**src/rtl/ariane_pkg.sv**
```systemverilog
// Shared types and decode helpers for the divider issue path.
package ariane_pkg;

  localparam int unsigned TRANS_ID_BITS = 3;

  typedef enum logic [2:0] {
    DIV   = 3'd0,
    DIVU  = 3'd1,
    REM   = 3'd2,
    REMU  = 3'd3,
    DIVW  = 3'd4,
    DIVUW = 3'd5,
    REMW  = 3'd6,
    REMUW = 3'd7
  } div_op_e;

  typedef enum logic [1:0] {
    IDLE  = 2'd0,
    ISSUE = 2'd1,
    BUSY  = 2'd2,
    DONE  = 2'd3
  } div_fe_state_e;

  // 32-bit variant operating on the low word.
  function automatic logic is_w_op(input div_op_e op);
    return op inside {DIVW, DIVUW, REMW, REMUW};
  endfunction

  // Remainder rather than quotient.
  function automatic logic is_rem_op(input div_op_e op);
    return op inside {REM, REMU, REMW, REMUW};
  endfunction

  // Unsigned interpretation of the operands.
  function automatic logic is_unsigned_op(input div_op_e op);
    return op inside {DIVU, REMU, DIVUW, REMUW};
  endfunction

endpackage

```
**src/rtl/div_issue_frontend.sv**
```systemverilog
// Front end in front of the serial divider: decodes the request, prepares
// operands, short-cuts division by one and holds the result for writeback.
module div_issue_frontend #(
  parameter int unsigned WIDTH         = 64,
  parameter int unsigned TRANS_ID_BITS = ariane_pkg::TRANS_ID_BITS
) (
  input  logic                     clk_i,
  input  logic                     rst_ni,
  input  logic                     flush_i,
  input  logic                     div_valid_i,
  output logic                     div_ready_o,
  input  logic [2:0]               operation_i,
  input  logic [WIDTH-1:0]         operand_a_i,
  input  logic [WIDTH-1:0]         operand_b_i,
  input  logic [TRANS_ID_BITS-1:0] trans_id_i,
  output logic                     div_vld_o,
  input  logic                     div_rdy_i,
  output logic [WIDTH-1:0]         div_op_a_o,
  output logic [WIDTH-1:0]         div_op_b_o,
  output logic [1:0]               div_opcode_o,
  output logic [TRANS_ID_BITS-1:0] div_id_o,
  output logic                     div_flush_o,
  input  logic                     div_out_vld_i,
  output logic                     div_out_rdy_o,
  input  logic [WIDTH-1:0]         div_res_i,
  input  logic [TRANS_ID_BITS-1:0] div_id_i,
  output logic                     result_valid_o,
  input  logic                     result_ready_i,
  output logic [WIDTH-1:0]         result_o,
  output logic [TRANS_ID_BITS-1:0] result_trans_id_o
);

  import ariane_pkg::*;

  // Word ops only exist on a 64-bit datapath.
  localparam logic             W_OK    = (WIDTH == 64);
  localparam logic [WIDTH-1:0] HI_MASK = {WIDTH{1'b1}} << 32;
  localparam logic [WIDTH-1:0] ONE     = {{(WIDTH-1){1'b0}}, 1'b1};

  // Replace everything above bit 31 with the fill bit.
  function automatic logic [WIDTH-1:0] ext32(input logic [WIDTH-1:0] v, input logic fill);
    return (v & ~HI_MASK) | (fill ? HI_MASK : '0);
  endfunction

  // Operand preparation: word ops sign- or zero-extend the low word.
  function automatic logic [WIDTH-1:0] prep_operand(input logic [WIDTH-1:0] v,
                                                     input logic w, input logic sgn);
    return w ? ext32(v, sgn & v[31]) : v;
  endfunction

  div_fe_state_e            state_q, state_d;
  logic [TRANS_ID_BITS-1:0] id_q, id_d;
  logic [1:0]               opcode_q, opcode_d;
  logic                     w_q, w_d;
  logic [WIDTH-1:0]         op_a_q, op_a_d;
  logic [WIDTH-1:0]         op_b_q, op_b_d;
  logic [WIDTH-1:0]         result_q, result_d;

  div_op_e          req_op;
  logic             req_w, req_rem, req_sgn;
  logic [WIDTH-1:0] prep_a, prep_b;

  // Request decode and operand preparation.
  always_comb begin
    req_op  = div_op_e'(operation_i);
    req_w   = W_OK & is_w_op(req_op);
    req_rem = is_rem_op(req_op);
    req_sgn = ~is_unsigned_op(req_op);
    prep_a  = prep_operand(operand_a_i, req_w, req_sgn);
    prep_b  = prep_operand(operand_b_i, req_w, req_sgn);
  end

  // Next-state and output logic; flush overrides every state.
  always_comb begin
    state_d        = state_q;
    id_d           = id_q;
    opcode_d       = opcode_q;
    w_d            = w_q;
    op_a_d         = op_a_q;
    op_b_d         = op_b_q;
    result_d       = result_q;
    div_ready_o    = 1'b0;
    div_vld_o      = 1'b0;
    div_out_rdy_o  = 1'b0;
    result_valid_o = 1'b0;

    if (flush_i) begin
      state_d = IDLE;
    end else begin
      case (state_q)
        IDLE: begin
          div_ready_o = 1'b1;
          if (div_valid_i) begin
            id_d     = trans_id_i;
            opcode_d = {req_rem, req_sgn};
            w_d      = req_w;
            if (prep_b == ONE) begin
              // x/1 = x, x%1 = 0: the divider is bypassed entirely.
              result_d = req_rem ? '0 : (req_w ? ext32(prep_a, prep_a[31]) : prep_a);
              state_d  = DONE;
            end else begin
              op_a_d  = prep_a;
              op_b_d  = prep_b;
              state_d = ISSUE;
            end
          end
        end
        ISSUE: begin
          div_vld_o = 1'b1;
          state_d   = BUSY;
        end
        BUSY: begin
          div_out_rdy_o = 1'b1;
          if (div_out_vld_i) begin
            result_d = w_q ? ext32(div_res_i, div_res_i[31]) : div_res_i;
            state_d  = DONE;
          end
        end
        DONE: begin
          result_valid_o = 1'b1;
          if (result_ready_i) state_d = IDLE;
        end
        default: state_d = IDLE;
      endcase
    end
  end

  // State and datapath registers with synchronous active-low clear.
  always_ff @(posedge clk_i) begin
    if (!rst_ni) begin
      state_q  <= IDLE;
      id_q     <= '0;
      opcode_q <= '0;
      w_q      <= 1'b0;
      op_a_q   <= '0;
      op_b_q   <= '0;
      result_q <= '0;
    end else begin
      state_q  <= state_d;
      id_q     <= id_d;
      opcode_q <= opcode_d;
      w_q      <= w_d;
      op_a_q   <= op_a_d;
      op_b_q   <= op_b_d;
      result_q <= result_d;
    end
  end

  assign div_op_a_o        = op_a_q;
  assign div_op_b_o        = op_b_q;
  assign div_opcode_o      = opcode_q;
  assign div_id_o          = id_q;
  assign div_flush_o       = flush_i;
  assign result_o          = result_q;
  assign result_trans_id_o = id_q;

  // The divider returns the id it was given for the single op in flight.
  a_id_match: assert property (@(posedge clk_i) disable iff (!rst_ni)
    (state_q == BUSY && div_out_vld_i && !flush_i) |-> (div_id_i == id_q));

  // With one op in flight the divider is always free when we issue.
  a_div_free: assert property (@(posedge clk_i) disable iff (!rst_ni)
    (state_q == ISSUE) |-> div_rdy_i);

endmodule
```
**config.mk**
```make
export PLATFORM = sky130hd
export DESIGN_NAME = div_issue_frontend
export DESIGN_NICKNAME = d
export VERILOG_FILES = /design/src/rtl/ariane_pkg.sv /design/src/rtl/div_issue_frontend.sv
export SDC_FILE = /design/constraint.sdc
export NUM_CORES = 1
export LEC_CHECK = 0
export CORE_ASPECT_RATIO = 2
export CORE_MARGIN = 10
export CORE_UTILIZATION = 39
export DETAILED_ROUTE_END_ITERATION = 8
export PLACE_DENSITY = 0.77
export SETUP_SLACK_MARGIN = 0.02
export SKIP_LAST_GASP = 1
export SLEW_MARGIN = 20
export SYNTH_ARGS = -nofsm -noshare
export SYNTH_HDL_FRONTEND = slang
export SYNTH_SLANG_ARGS = --single-unit
export TNS_END_PERCENT = 100
```
**constraint.sdc**
```tcl
create_clock -name clk_i -period 1.89 [get_ports clk_i]
set_input_delay 0.567 -clock clk_i [delete_from_list [all_inputs] [get_ports clk_i]]
set_output_delay 0.567 -clock clk_i [all_outputs]
set_load 0.02 [all_outputs]
```
### Yosys cells after proc, flatten, opt, wreduce, memory -nomap -nowiden

Index checks and enable logic that the tools add are counted.

| operators by class | value |
|---|---|
| bitwise logic cells | 10 |
| reductions and logical operators | 10 |
| multiplexer cells | 26 |
| equality and inequality tests | 15 |

Operator list:

| cell | number |
|---|---|
| two-way mux 64 bit | 12 |
| bitwise OR 32 x 64 -> 64 bit | 4 |
| case mux 64 bit (2 select lines) | 1 |
| equality test 64 x 1 -> 1 bit (second input constant) | 1 |
| equality test 3 bit (second input constant) | 4 |
| nonzero test 4 bit | 3 |
| two-way mux 1 bit | 8 |
| two-way mux 2 bit | 4 |
| != test 2 bit (second input constant) | 4 |
| case mux 2 bit (4 select lines) | 1 |
| equality test 3 x 2 -> 1 bit (second input constant) | 2 |
| AND reduction 3 bit | 2 |
| AND reduction 5 bit | 1 |
| equality test 2 bit (second input constant) | 2 |
| inverter 1 bit | 4 |
| AND reduction 4 bit | 1 |
| equality test 3 x 1 -> 1 bit (second input constant) | 1 |
| bitwise AND 1 bit | 2 |
| equality test 2 x 1 -> 1 bit (second input constant) | 1 |
| zero test 2 bit | 1 |
| nonzero test 2 bit | 1 |
| OR reduction 2 bit | 1 |

| storage, ports and cells | value |
|---|---|
| bits of input ports | 208 |
| bits in registers | 200 |
| word-level logic and storage cells | 68 |
| output and inout bits | 205 |

### Logic depth before layout (Yosys ltp)

Gate-level depths: netlist of run 1.

| depth | value |
|---|---|
| depth after elaboration | 14 |
| depth in mapped cells | 10 |
| mapped depth without buffers | 7 |

### Worst setup path before layout of run 1

No wires, ideal clock.

| timing path | value |
|---|---|
| path type | reg-to-reg |
| start | register state_q[0] |
| end | register op_a_q[0] (netlist: div_op_a_o[0]) |
| library setup time | 0.072 ns |
| path buffers | 3 |
| clock period less this slack | 2.144 ns |
| slack | -0.254 ns |
| arrival time | 2.073 ns |
| stages on the path, launching flop included | 11 |
| required time | 1.818 ns |
| cells stage by stage | dfxtp_1 > inv_1 > ha_1 > inv_2 > nor2_1 > and2_1 > buf_2 > o21a_1 > buf_2 > buf_2 > mux2i_1 |

| between the ends | value |
|---|---|
| word-level cells in the longest chain between the ends | 2 |

Ends and longest elaborated chain:

| item | line | RTL |
|---|---|---|
| start: declaration | div_issue_frontend.sv:51 | `div_fe_state_e state_q, state_d;` |
| start signal: assignment | div_issue_frontend.sv:139 | `state_q <= state_d;` |
| zero test 2 bit | div_issue_frontend.sv:90 | `case (state_q)` |
| AND reduction 4 bit (no source line) | n/a |  |
| end signal: assignment | div_issue_frontend.sv:143 | `op_a_q <= op_a_d;` |
| end: declaration | div_issue_frontend.sv:55 | `logic [WIDTH-1:0] op_a_q, op_a_d;` |

Every way passes these cells.
A chain may end at the register's enable or synchronous reset.

### Worst setup path in the final report of run 1

| timing path | value |
|---|---|
| start | input operand_b_i[10] |
| end | register result_q[47] (netlist: result_o[47]) |

| between the ends | value |
|---|---|
| word-level cells in the longest chain between the ends | 5 |

Ends and longest elaborated chain:

| item | line | RTL |
|---|---|---|
| start: declaration | div_issue_frontend.sv:14 | `input logic [WIDTH-1:0] operand_b_i,` |
| bitwise OR 32 x 64 -> 64 bit | div_issue_frontend.sv:42 | `return (v & ~HI_MASK) \| (fill ? HI_MASK : '0);` |
| two-way mux 64 bit (*) | div_issue_frontend.sv:48 | `return w ? ext32(v, sgn & v[31]) : v;` |
| equality test 64 x 1 -> 1 bit (*) | div_issue_frontend.sv:97 | `if (prep_b == ONE) begin` |
| != test 2 bit (no source line) (*) | n/a |  |
| AND reduction 5 bit (no source line) (*) | n/a |  |
| end signal: assignment | div_issue_frontend.sv:145 | `result_q <= result_d;` |
| end: declaration | div_issue_frontend.sv:57 | `logic [WIDTH-1:0] result_q, result_d;` |

Every way passes the cells marked *; elsewhere a longest branch is shown, timed or not.

==> results of run 1 <==
power by group through the flow:
| stage | registers (W) | logic, W | clock network (W) |
|---|---|---|---|
| after floorplan | 0.00488 | 0.000939 | 0 |
| after global placement | 0.00464 | 0.00242 | 0 |
| after detailed placement | 0.00465 | 0.00244 | 0 |
| after CTS | 0.00454 | 0.00245 | 0.00377 |
| after global routing | 0.00458 | 0.00288 | 0.00388 |
| final | 0.00456 | 0.00273 | 0.00371 |
cell families (layout without fill, tap and decap cells):
logic type	after synthesis	in the layout
AO/OA/AOI/OAI	206	206
AND/OR/NAND/NOR	499	499
multiplexers	128	128
adder cells (fa/ha/maj)	4	4
other	0	6
buffers and inverters	124	579
flip-flops	200	200
cell usage in the layout (no fill, tap or decap), types with 4 or more instances in the layout:
cell,count
a21oi_1,65
o221a_4,56
buf_16,20
buf_8,9
nand3b_1,32
clkdlybuf4s15_2,4
buf_6,21
dlygate4sd2_1,220
a21boi_0,5
diode_2,6
and4_4,4
o21ai_0,32
clkdlybuf4s50_1,136
nand2b_1,65
ha_4,4
buf_2,15
buf_12,22
clkdlybuf4s15_1,22
inv_4,4
o211ai_1,32
nand2_1,334
mux2i_1,127
nand3_1,32
clkbuf_16,31
buf_4,56
nor4_2,11
dfxtp_1,198
o221a_2,8
worst max-delay path, stage by stage:
cell	delay, ns
dlygate4sd2_1	0.25
nor4_2	0.30
and4_4	0.32
a21oi_4	0.07
or3_4	0.41
buf_12	0.17
buf_16	0.15
mux2i_1	0.21
worst max-delay path by stage:
stage                             from                     endpoint  slack (ns)  cells after the start
5_1_grt        state_q[1]$_SDFFE_PP0P_    result_o[47]$_SDFFE_PN0P_       -0.27                      9
4_1_cts        state_q[1]$_SDFFE_PP0P_                    div_vld_o       -0.24                      6
3_5_place_dp           operand_b_i[18]  div_op_a_o[58]$_SDFFE_PN0P_       -1.06                      8
6_report               operand_b_i[10]    result_o[47]$_SDFFE_PN0P_       -0.19                      8
2_1_floorplan          operand_b_i[58]    result_o[32]$_SDFFE_PN0P_        -0.1                      7
3_3_place_gp           operand_b_i[18]  div_op_b_o[55]$_SDFFE_PN0P_       -0.97                      8
registers in the layout, summed over array words and instances (netlist names):
signal,flops
state_q,2
div_op_b_o,64
w_q,1
div_id_o,3
div_opcode_o,2
div_op_a_o,64
result_o,64
stage by stage:
stage	utilization, %	hold slack [ns]	instances	area (um^2)	setup WS [ns]
2_1_floorplan	-	0.495	1161	10000	-0.0985
3_3_place_gp	60.1	0.442	1859	14700	-0.972
3_5_place_dp	60.1	0.446	1859	14700	-1.06
4_1_cts	64.7	0.358	1923	15900	-0.242
5_1_grt	68.3	0.359	1954	16800	-0.265
6_report	68.3	0.372	1954	16800	-0.195
layout make-up:
type | count | area, um^2 | area share, %
clock inverters | 12 | 116 | 0.694
well taps | 332 | 415 | 2.48
clock buffers | 20 | 467 | 2.78
diodes | 6 | 15.0 | 0.0896
flip-flops and latches | 200 | 4010 | 23.9
multi-input cells | 837 | 5930 | 35.4
repair buffers | 541 | 5770 | 34.4
inverters | 6 | 32.5 | 0.194
what timing repair did:
item                       4_1_cts  5_1_grt
hold buffers                     0        0
resized for setup              458       87
pin swaps                       30       21
setup endpoints to repair      398      191
setup buffers                   20       10
cloned                          16       20
layer usage:
layer,part of all wire [%],vias to the layer above
met5,0.029,-
met4,7.2,2
met3,6.6,152
met2,52,529
met1,34,5002
li1,-,4927
==> metrics.md, run 1 <==
| Metric | Value |
|---|---|
| Combinational power share | `24.8%` |
| Synth top area share | `between 40% and 50%` |
| Min cycle time layout | `approximately 2.1 ns` |
| Synth Area in Compound Gates | `15.9%` |
| Post-synthesis adder-cell area fraction | `0.515%` |
| Routability cong. | `roughly 0.90` |
| Internal power | `0.00774 W` |
| CTS Root Cell | `clkbuf_16` |
| Failing checks | `setup timing` |
| Most used DFF post-synth | `dfxtp_1` |
| Worst setup margin | `-0.195 ns` |
| WP data arrival | `around 2.5 ns` |
| Layout cells sized above 1 | `a little under a fifth` |
| DIE AREA | `32000 um^2` |
| CTS Sinks | `200` |
| Largest family of logic cells by synthesized area | `simple AND/OR/NAND/NOR gates` |
| Startpoint types | `input pin` |
| Starting density of the core | `39.6%` |
| Status | `finished with violations` |
| Synth Area in XOR/XNOR | `0%` |
| Nets | `~1800` |
| Sequential power share | `roughly two fifths` |
| Sequential-to-total area share from yosys stat | `41.2%` |
| Vias/cell | `about 5.4` |
| Post-synthesis simple-gate area fraction | `a little under a quarter` |
| WP data required | `2.26 ns` |
| # IOs | `413` |
| Gr usage total | `24.4%` |
| Area delta synth->final | `72.5%` |
| Grt ovf | `0` |
| CTS max path bufs | `2` |
| PD cells | `656 nW/um^2` |
| Routed len/inst | `22.8 um` |
| Max Freq | `between 0.4 and 0.5 GHz` |
| Slew @ Worst Pin | `0.668 ns` |
| Initial DRT Pass Iterations | `6` |
| Chip Height | `243 um` |
| Slew Viols, Final | `0` |
| Remaining DRCs | `0` |
| Leakage | `7.67 nW` |
| Hold wc startpoint | `operand_b_i[19]` |
| Maximum VDD drop | `0.542 mV` |
| Yosys cell types | `33` |
| Cell taking the most area after synthesis | `dfxtp_1` |
| EDFF count, synth | `0` |
| Met2 usage in global routing | `42.8%` |
| Final Cycle Share | `110%` |
| Mapped Cells | `1161` |
| Hpwl dp | `roughly 29000 um` |
| Routing usage on met1 | `about a quarter` |
| Reg2Reg Setup Slack | `-0.19 ns` |
| Worst reg-to-reg path cell count | `9` |
| R2r endpoint | `result_o[47]$_SDFFE_PN0P_` |
| Synth Cell Area | `9720 um^2` |
| Max Fanout on Critical Path | `8` |
| H-Tree Depth | `4` |
| Post-synth top cells | `335 x nand2_1, 200 x dfxtp_1, 128 x mux2i_1, 85 x clkbuf_1, 67 x a21oi_1` |
| Worst R2R Start | `state_q[1]$_SDFFE_PP0P_` |
| Routed Antenna Nets | `0` |
| # setup viols final | `122` |
| DRT iter0 DRCs | `857` |
| Total power | `0.0110 W` |
| Vias in the first global route | `10500` |
| Fillers | `1961` |
| Most common cell in the synthesized netlist | `nand2_1` |
| Slew headroom | `55.4%` |
| PortBufs | `around 410` |
| Sw Share | `approximately 30%` |
| FF+latch count, synth | `200` |
| Switching power | `0.00326 W` |
| Worst setup path class | `input pin to flop` |
| Largest net degree at the start of global routing | `88` |
| CTS tree | `yes` |
| Clock power share | `33.7%` |
| Syn_nets | `between 1000 and 1500` |
| Std cell rows | `81` |
| Yosys warning count | `0` |
| Via count | `10600` |
| Final hold violations | `0` |
| Setup Skew | `0.0121 ns` |
| Multiplexer share of the synthesized area | `around an eighth` |
| Area contributors post-synth | `dfxtp_1 41%, mux2i_1 13%, nand2_1 13%` |
| Core region area | `roughly 25000 um^2` |
| Asr flop ratio synth | `0%` |
| Met3 usage | `about 6.3%` |
| Clock slew at reported path FFs | `0.07 ns` |
| Die W | `about 130 um` |
| Setup TNS | `-11.42 ns` |
| Max_cap viols | `0` |
| Hold Path Class | `input pin to flop` |
| TritonCTS Buffers | `17` |
| First-pass GRT wire length | `between 60000 and 70000 um` |
| GR peak layer | `met2` |
| WL final | `44600 um` |
| Hold EP | `div_op_b_o[19]$_SDFFE_PN0P_` |
| Critical Path End Type | `flop` |
| Average size of a mapped cell | `about 8.4 um^2` |
| Worst hold stages | `3` |
| Clock latency on the worst-skew pair | `0.47 ns` |
| Initial antenna violation count | `7` |
| Unrepaired setup endpoints after global routing | `yes` |
Power figures use the tool's default switching activity.
==> run 2, diff against run 1 <==
GPL_ROUTABILITY_DRIVEN = 0   (was default)
==> run 2 against run 1 <==
Sequential power about the same. Clock skew decreased by 0.0011 ns. Non-clock buffer count increased by 2. Clock-buffer cell count increased by 3. Critical path type is now flop to flop. Combinational power increased by 2%. Sequential share of layout area decreased by 0.12 points. Routed wire length increased by 1.3%. Hold slack got worse by 0.020 ns. The flow still finishes with violations (setup timing). Critical path depth increased by 1. Critical endpoint unchanged. Final cell count increased by 0.31%. Sequential cell count unchanged. Largest cell class unchanged.
==> metrics.md, run 2 (synthesis results as in run 1) <==
| Metric | Value |
|---|---|
| Largest net degree at the start of global routing | `88` |
| Commonest cells after routing, fill and taps aside | `334 x nand2_1, 219 x dlygate4sd2_1, 198 x dfxtp_1, 133 x clkdlybuf4s50_1, 125 x mux2i_1` |
| Max Fanout on Critical Path | `5` |
| H-Tree Depth | `4` |
| Min cycle time layout | `2.11 ns` |
| Layout cells sized above 1 | `18.9%` |
| Status | `finished with violations` |
| First-pass GRT wire length | `64800 um` |
| Clock latency on the worst-skew pair | `0.46 ns` |
| Setup Skew | `0.0110 ns` |
| CTS max path bufs | `2` |
| Slew @ Worst Pin | `0.689 ns` |
| # setup viols final | `approximately 130` |
| Post-route cell area | `16800 um^2` |
| Worst setup path class | `flop to flop` |
| Slew Viols, Final | `0` |
| Worst hold stages | `3` |
| Starting density of the core | `39.6%` |
| Fillers | `between 1500 and 2000` |
| WP data required | `2.23 ns` |
| Reg2Reg Setup Slack | `-0.22 ns` |
| Startpoint types | `flop` |
| CTS Sinks | `200` |
| Internal power | `0.00777 W` |
| Chip Height | `243 um` |
| Routed Antenna Nets | `0` |
| Final hold violations | `0` |
| Vias/cell | `5.48` |
| Gr usage total | `25.7%` |
| WP data arrival | `2.45 ns` |
| Nets | `approximately 1800` |
| Vias in the first global route | `10800` |
| CTS Hold Buffers Added | `0` |
| Leakage | `7.69 nW` |
| Sw Share | `29.0%` |
| Hpwl dp | `between 20000 and 30000 um` |
| PortBufs | `408` |
| Worst Setup EP | `result_o[47]$_SDFFE_PN0P_` |
| Worst R2R Start | `state_q[1]$_SDFFE_PP0P_` |
| CP bufs+invs | `4` |
| CTS tree | `yes` |
| Cells along the critical path | `inv_4, ha_4, inv_4, o22ai_4, or3_4, or3_4, buf_8, buf_16, mux2i_4` |
| Worst path depth | `9` |
| Critical Path End Type | `flop` |
| Sequential power share | `approximately two fifths` |
| Grt ovf | `0` |
| Die W | `132 um` |
| Std cell rows | `81` |
| Combinational power share | `25.4%` |
| Slowest stage delay, CP | `0.40 ns` |
| Slowest CP cell | `or3_4` |
| WL final | `roughly 45000 um` |
| Slew headroom | `54.0%` |
| Maximum VDD drop | `approximately 0.60 mV` |
| Clock power share | `around 33%` |
| Switching power | `0.00317 W` |
| Max Freq | `0.474 GHz` |
| CTS Root Cell | `clkbuf_16` |
| Remaining DRCs | `0` |
| Critical path origin | `state_q[1]$_SDFFE_PP0P_` |
| Core region area | `about 25000 um^2` |
| Unrepaired setup endpoints after global routing | `yes` |
| DRT iter0 DRCs | `906` |
| Post-DP Area | `14800 um^2` |
| Max_cap viols | `0` |
| DIE AREA | `between 30000 and 40000 um^2` |
| Register area | `4010 um^2` |
| Top delay family on crit path | `simple AND/OR/NAND/NOR gates` |
| Pre-CTS setup slack | `-0.993 ns` |
| Routed len/inst | `23.1 um` |
| PD cells | `650 nW/um^2` |
| R2r endpoint | `result_o[47]$_SDFFE_PN0P_` |
| Hold Path Class | `input pin to flop` |
| Worst setup margin | `-0.220 ns` |
| Via count | `10700` |
| Initial DRT Pass Iterations | `7` |
| Most common cell after layout, fill and taps aside | `nand2_1` |
| Worst reg-to-reg path cell count | `9` |
| TritonCTS Buffers | `17` |
| Clock slew at reported path FFs | `0.07 ns` |
| Failing checks | `setup timing` |
| Area of the multi-input gates | `6050 um^2` |
| Initial antenna violation count | `10` |
| # IOs | `between 400 and 500` |
| Area delta synth->final | `73.3%` |
| Final Cycle Share | `112%` |
-- run 2: cell count changes in the layout (fill, tap and decap cells not counted), moves of 5 or more --
cell,previous run,this run
buf_12,22,29
buf_4,56,61
clkbuf_16,31,26
diode_2,6,11
o221a_2,8,0
o221a_4,56,64
-- run 2: worst min-delay path by stage --
stage,start,endpoint,slack (ns)
2_1_floorplan,state_q[0]$_SDFFE_PP0P_,state_q[0]$_SDFFE_PP0P_,0.50
3_3_place_gp,div_op_a_o[7]$_SDFFE_PN0P_,div_op_a_o[7]$_SDFFE_PN0P_,0.44
3_5_place_dp,div_op_b_o[18]$_SDFFE_PN0P_,div_op_b_o[18]$_SDFFE_PN0P_,0.45
4_1_cts,operand_b_i[19],div_op_b_o[19]$_SDFFE_PN0P_,0.36
5_1_grt,operand_b_i[19],div_op_b_o[19]$_SDFFE_PN0P_,0.36
6_report,operand_b_i[19],div_op_b_o[19]$_SDFFE_PN0P_,0.35
-- run 2: timing repair --
| item | 4_1_cts | 5_1_grt |
|---|---|---|
| setup buffers | 22 | 8 |
| endpoints found under the setup margin | 398 | 165 |
| gates resized for setup | 460 | 94 |
| pin swaps | 30 | 15 |
| gates cloned | 21 | 11 |
-- run 2: layer usage --
layer / track usage [%] / routed length [um] / up-vias
met4: 19.6 / 2870 / 2
met3: 5.54 / 2900 / 145
li1: - / - / 4926
met5: 0 / 9 / -
met1: 26.3 / 15700 / 5152
met2: 44.7 / 23800 / 510
-- run 2: per-stage QoR --
step / total power [W] / std cells / setup TNS [ns] / utilization [%] / hold slack [ns]
floorplan: 0.00582 / 1161 / -14.02 / - / 0.495
global placement: 0.00707 / 1865 / -175.75 / 60.4 / 0.442
detailed placement: 0.00710 / 1865 / -184.76 / 60.4 / 0.449
CTS: 0.0108 / 1937 / -12.42 / 66.3 / 0.362
global route: 0.0113 / 1958 / -21.08 / 68.6 / 0.360
finish: 0.0109 / 1960 / -14.08 / 68.7 / 0.352
-- run 2: cell type report --
type,instances,share of cell area [%]
antenna,11,0.163
clock buffer,23,2.90
clock inverter,7,0.409
inverter,6,0.193
multi-input combinational,838,35.9
sequential,200,23.8
tap,332,2.47
timing repair buffer,543,34.1
-- run 2: power groups by stage --
stage	clock network, W	logic (W)	registers (W)
3_3_place_gp	0	0.00243	0.00464
2_1_floorplan	0	0.000939	0.00488
4_1_cts	0.00362	0.00258	0.00455
5_1_grt	0.00378	0.00294	0.00459
6_report	0.00359	0.00278	0.00457
3_5_place_dp	0	0.00245	0.00465
-- run 2: worst register-to-register path, stage by stage (launching register included) --
cell     delay [ns]
dfxtp_4        0.39
inv_4          0.05
ha_4           0.16
inv_4          0.07
o22ai_4        0.06
or3_4          0.37
or3_4          0.40
buf_8          0.17
buf_16         0.14
mux2i_4        0.18
